`src/rtl/captura_operandos_pkg.sv`:
```
// Shared definitions for the operand capture block: FSM state encoding
// and the default parameter values used by the top and the debouncer.
package captura_pkg;

  typedef enum logic {
    IDLE = 1'b0,
    HOLD = 1'b1
  } estado_t;

  localparam int WIDTH_DEF           = 8;
  localparam int DEBOUNCE_CYCLES_DEF = 1_000_000;
  localparam int SYNC_STAGES_DEF     = 2;

endpackage

```
`src/rtl/captura_operandos_antirrebote.sv`:
```
// Button conditioner: multi-flop synchroniser followed by a counting
// debouncer. Produces the debounced level and a one-cycle pulse issued
// the cycle after that level rises.
module antirrebote
  import captura_pkg::*;
#(
  parameter int SYNC_STAGES     = SYNC_STAGES_DEF,
  parameter int DEBOUNCE_CYCLES = DEBOUNCE_CYCLES_DEF
) (
  input  logic clk,
  input  logic reset,
  input  logic boton,
  output logic nivel,
  output logic flanco
);

  localparam int CW = $clog2(DEBOUNCE_CYCLES + 1);

  logic [SYNC_STAGES-1:0] sync_q;
  logic [CW-1:0]          cnt;
  logic                   nivel_prev;
  logic                   sincronizado;

  assign sincronizado = sync_q[SYNC_STAGES-1];

  // Shift the raw button through the synchroniser chain to tame metastability.
  always_ff @(posedge clk) begin
    if (reset) sync_q <= '0;
    else       sync_q <= {sync_q[SYNC_STAGES-2:0], boton};
  end

  // Accept a level change once the synchronised input has disagreed for the full count; any agreeing sample restarts it.
  always_ff @(posedge clk) begin
    if (reset) begin
      cnt   <= '0;
      nivel <= 1'b0;
    end else if (sincronizado != nivel) begin
      if (cnt == CW'(DEBOUNCE_CYCLES)) begin
        nivel <= sincronizado;
        cnt   <= '0;
      end else begin
        cnt <= cnt + 1'b1;
      end
    end else begin
      cnt <= '0;
    end
  end

  // Register a rise detector on the debounced level so the pulse lands the cycle after it goes high.
  always_ff @(posedge clk) begin
    if (reset) begin
      nivel_prev <= 1'b0;
      flanco     <= 1'b0;
    end else begin
      nivel_prev <= nivel;
      flanco     <= nivel & ~nivel_prev;
    end
  end

endmodule

```
`src/rtl/captura_operandos.sv`:
```
// Operand capture front end: a debounced pushbutton latches the A/B
// switch values and offers them downstream with a valid/ready handshake.
// Presses that arrive while a pair is still pending are discarded and
// flagged on a sticky indicator.
module captura_operandos
  import captura_pkg::*;
#(
  parameter int WIDTH           = WIDTH_DEF,
  parameter int DEBOUNCE_CYCLES = DEBOUNCE_CYCLES_DEF,
  parameter int SYNC_STAGES     = SYNC_STAGES_DEF
) (
  input  logic               CLK100MHZ,
  input  logic               reset,
  input  logic [WIDTH-1:0]   A,
  input  logic [WIDTH-1:0]   B,
  input  logic               pb_entrada,
  input  logic               ready_in,
  output logic [WIDTH-1:0]   multiplicando,
  output logic [WIDTH-1:0]   multiplicador,
  output logic               valid_out,
  output logic               pushbutton_salida,
  output logic [2*WIDTH-1:0] LED,
  output logic               LED_reset,
  output logic               LED_pb,
  output logic               dropped
);

  estado_t estado;
  logic    pulso;

  antirrebote #(
    .SYNC_STAGES    (SYNC_STAGES),
    .DEBOUNCE_CYCLES(DEBOUNCE_CYCLES)
  ) u_antirrebote (
    .clk   (CLK100MHZ),
    .reset (reset),
    .boton (pb_entrada),
    .nivel (LED_pb),
    .flanco(pulso)
  );

  assign pushbutton_salida = pulso;
  assign LED_reset         = reset;

  // Mirror the switches onto the LEDs one register late.
  always_ff @(posedge CLK100MHZ) begin
    if (reset) LED <= '0;
    else       LED <= {A, B};
  end

  // Capture/handshake FSM: latch on a press in IDLE, hold the pair until accepted, flag presses lost in HOLD.
  always_ff @(posedge CLK100MHZ) begin
    if (reset) begin
      estado        <= IDLE;
      multiplicando <= '0;
      multiplicador <= '0;
      valid_out     <= 1'b0;
      dropped       <= 1'b0;
    end else begin
      case (estado)
        IDLE: begin
          if (pulso) begin
            multiplicando <= A;
            multiplicador <= B;
            valid_out     <= 1'b1;
            estado        <= HOLD;
          end
        end
        HOLD: begin
          if (ready_in) begin
            valid_out <= 1'b0;
            estado    <= IDLE;
          end
          if (pulso) dropped <= 1'b1;
        end
        default: begin
          valid_out <= 1'b0;
          estado    <= IDLE;
        end
      endcase
    end
  end

endmodule

```
`config.mk`:
```
export PLATFORM = sky130hd
export DESIGN_NAME = captura_operandos
export DESIGN_NICKNAME = d
export VERILOG_FILES = /design/src/rtl/captura_operandos_pkg.sv /design/src/rtl/captura_operandos_antirrebote.sv /design/src/rtl/captura_operandos.sv
export SDC_FILE = /design/constraint.sdc
export NUM_CORES = 1
export LEC_CHECK = 0
export CAP_MARGIN = 30
export CORE_MARGIN = 4
export CORE_UTILIZATION = 35
export CTS_CLUSTER_DIAMETER = 80
export DETAILED_ROUTE_END_ITERATION = 10
export GPL_TIMING_DRIVEN = 0
export PLACE_DENSITY = 0.69
export SLEW_MARGIN = 25
export SYNTH_ARGS = -nofsm -noshare
export SYNTH_HDL_FRONTEND = slang
export SYNTH_SLANG_ARGS = --single-unit
```
`constraint.sdc`:
```
create_clock -name CLK100MHZ -period 4.6 [get_ports CLK100MHZ]
set_input_delay 0.92 -clock CLK100MHZ [delete_from_list [all_inputs] [get_ports CLK100MHZ]]
set_output_delay 0.92 -clock CLK100MHZ [all_outputs]
set_load 0.02 [all_outputs]
```
==> summary.txt <==
STA
  – Clock skew: 0.00929 ns
  – Maximum clock rate: 320 MHz
  – Fin. max-slew vios: 0
  – Number of hold violations in the final report: 0
  – Worst Tran Pin Value: 0.534 ns
  – Post-layout min period: 3.12 ns
  – Fin Setup TNS: 0 ns
  – Period utilisation layout: 67.9%
  – Rel. slew slack: 63.9%
  – Setup ws final: 1.48 ns
  – Endpoints failing setup: 0
  – Unrepaired setup endpoints after global routing: no

Worst setup path
  – Max Fanout on Critical Path: 5
  – CP Class: in -> out
  – Crit end category: primary output
  – Worst EP arrival: 2.20 ns
  – Setup crit start kind: primary input
  – CP required: 3.68 ns

Final layout
  – Most frequent cells in the layout: 60 x dfxtp_1, 56 x clkdlybuf4s50_1, 39 x nand2_1
  – Leading cell type in the layout, fill and taps excluded: dfxtp_1
  – # nets final: 331
  – Share of cells above drive strength 1: 6.69%
  – Fin area: 3090 µm²
  – Area Growth Syn to Fin: 41.4%
  – ANT cells: 0

Power and ir drop
  – Switching power: 234 µW
  – Sw Ratio: 20.0%
  – Peak supply drop: 0.000200 V
  – Total power: 1170 µW
  – Int Power: 935 µW
  – PwrDens: 379 nW/µm²
  – Clk pwr share: 49.6%
  – Combinational group share of total power: 5.1%
  – Sequential fraction of design power: 45.4%
  – Leak: 0.00101 µW

Place
  – Port buffer count: 56
  – Placed cell areas: 2840 µm²
  – Detailed placement HPWL: 3.29 mm
  – Pre-CTS setup slack: 1.48 ns
  – Gp weighted congestion: 0.784

Global routing
  – Vias in the first global route: 1673
  – Largest net degree at the start of global routing: 12
  – First-pass GRT wire length: 7.66 mm
  – Global-route usage over all layers: 12.9%
  – Gr ovfl total: 0
  – Initial antenna violation count: 0

Clock network
  – Clock Sinks: 60
  – Longest Clk Path Bufs: 2
  – Root Buffer: clkbuf_8
  – Reg clk slew, reported paths: 0.06 ns
  – Hold-fix buffers, CTS: 0
  – CTS tree: done
  – Setup repair bufs after CTS: 0
  – Cts bufs inserted: 9
  – H-tree depth: 3
  – # resized after CTS: 0
  – Clk_lat worst skew: 0.32 ns

Route
  – Wire per inst: 11.7 µm
  – Post-route DRC: 0
  – Detailed Route WL: 4.57 mm
  – Drt via density: 4.58
  – Post-route antenna net violation count: 0
  – DR iter-0 viols: 52
  – Via count: 1782
  – Drt first pass iters: 4

Floorplan
  – Die height: 87.0 µm
  – Die X: 87.0 µm
  – Starting Density: 36.4%
  – Die area: 7570 µm²
  – Core ar.: 5990 µm²
  – I/O Pins: 57
  – Row count: 28

Hold path
  – Worst hold path class: reg -> reg

Synthesis
  – Multiplexer area fraction after synthesis: 0%
  – Unique cell type count in the Yosys netlist: 27
  – Synth Register Bits: 60
  – Synthesized area per cell: 9.02 µm²
  – Yosys warning count: 0
  – Synth Area in Adders: 1.15%
  – Post-synthesis cell count: 242
  – Sequential share of the synthesized area: 55.0%
  – Largest family of logic cells by synthesized area: simple AND/OR/NAND/NOR gates
  – Simple-gate portion of the synthesized area: 27.0%
  – Syn_nets: 264
  – Cell Area, Synth: 2180 µm²
  – XOR/XNOR Fraction of Synth Area: 6.42%
  – Compound-gate portion of the synthesized area: 6.82%

Flow run
  – MaxCap Viol Count: 0

Outcome
  – Status: complete, no violations
[synth_stat cells (all sizes together)]
library cell	n	area share, %
nand2b	1	0.29
clkbuf	10	1.7
xor2	1	0.40
o41ai	1	0.40
inv	9	1.5
buf	1	0.34
nor2b	21	6.0
or3b	1	0.40
nor4b	2	0.80
a21oi	22	5.0
o31ai	2	0.69
nor3b	1	0.34
nor2	25	4.3
or4	3	1.0
ha	2	1.1
dfxtp	60	55
nand3	7	1.6
nor3	2	0.46
and4	1	0.40
o21ai	3	0.69
or3	1	0.52
nand2	39	6.7
nor4	5	1.4
or2	2	0.57
xnor2	15	6.0
nand4	5	2.1
[area by class of cell]
cell class              instances  area [µm²]
fillers                       556        2900
flip-flops and latches         60        1200
multi-input cells             162         903
repair buffers                 56         561
clock buffers                  10         138
clock inverters                 6         111
well taps                      75        93.8
plain buffers                  11        45.0
inverters                       9        33.8
[path summary, 6_finish.rpt]
| path | start | endpoint | slack [ns] | cells past startpoint |
|---|---|---|---|---|
| max | reset | LED_reset | 1.48 | 3 |
| min | u_antirrebote.nivel_prev | u_antirrebote.flanco | 0.38 | 1 |
| min reg2reg | u_antirrebote.nivel_prev | u_antirrebote.flanco | 0.38 | 1 |
| max reg2reg | u_antirrebote.cnt[0] | u_antirrebote.cnt[18] | 2.62 | 5 |
[state kept, by name, summed over array words and instances (netlist names)]
name	count
LED	16
multiplicador	8
u_antirrebote.sync_q	2
multiplicando	8
u_antirrebote.flanco	1
estado	1
u_antirrebote.cnt	20
u_antirrebote.nivel	1
valid_out	1
dropped	1
u_antirrebote.nivel_prev	1
[power by group through the flow]
stage / Combinational (µW) / Sequential, µW / Clock [µW]
after global routing: 63.6 / 531 / 621
after floorplan: 13.0 / 552 / 0
final: 59.5 / 530 / 579
after global placement: 59.8 / 542 / 0
after CTS: 60.5 / 530 / 593
after detailed placement: 59.9 / 542 / 0
[per-stage QoR]
step	std cells	utilization, %	hold WS [ns]
CTS	389	51.5	0.392
floorplan	242	-	0.367
detailed placement	373	47.4	0.383
global placement	373	47.4	0.380
finish	389	51.5	0.385
global route	389	51.5	0.406
[worst max-delay path, cell delays in order]
cell and delay [ns]:
clkdlybuf4s50_1 0.56, buf_4 0.13, clkdlybuf4s50_1 0.59
[cell families after synthesis]
group,Yosys count
flops,60
buf+inv,20
xor+xnor,16
simple gates,116
fa+ha+maj,2
compound gates,28
[layer usage]
metal | track usage, % | up-vias | routed length (µm) | part of all wire (%)
met4 | 4.67 | 0 | 31 | 0.68
li1 | - | 927 | - | -
met2 | 20.6 | 62 | 2000 | 44
met5 | 0 | - | 0 | 0
met3 | 5.39 | 4 | 444 | 9.7
met1 | 15.6 | 789 | 2090 | 46
Power figures use the tool's default switching activity.
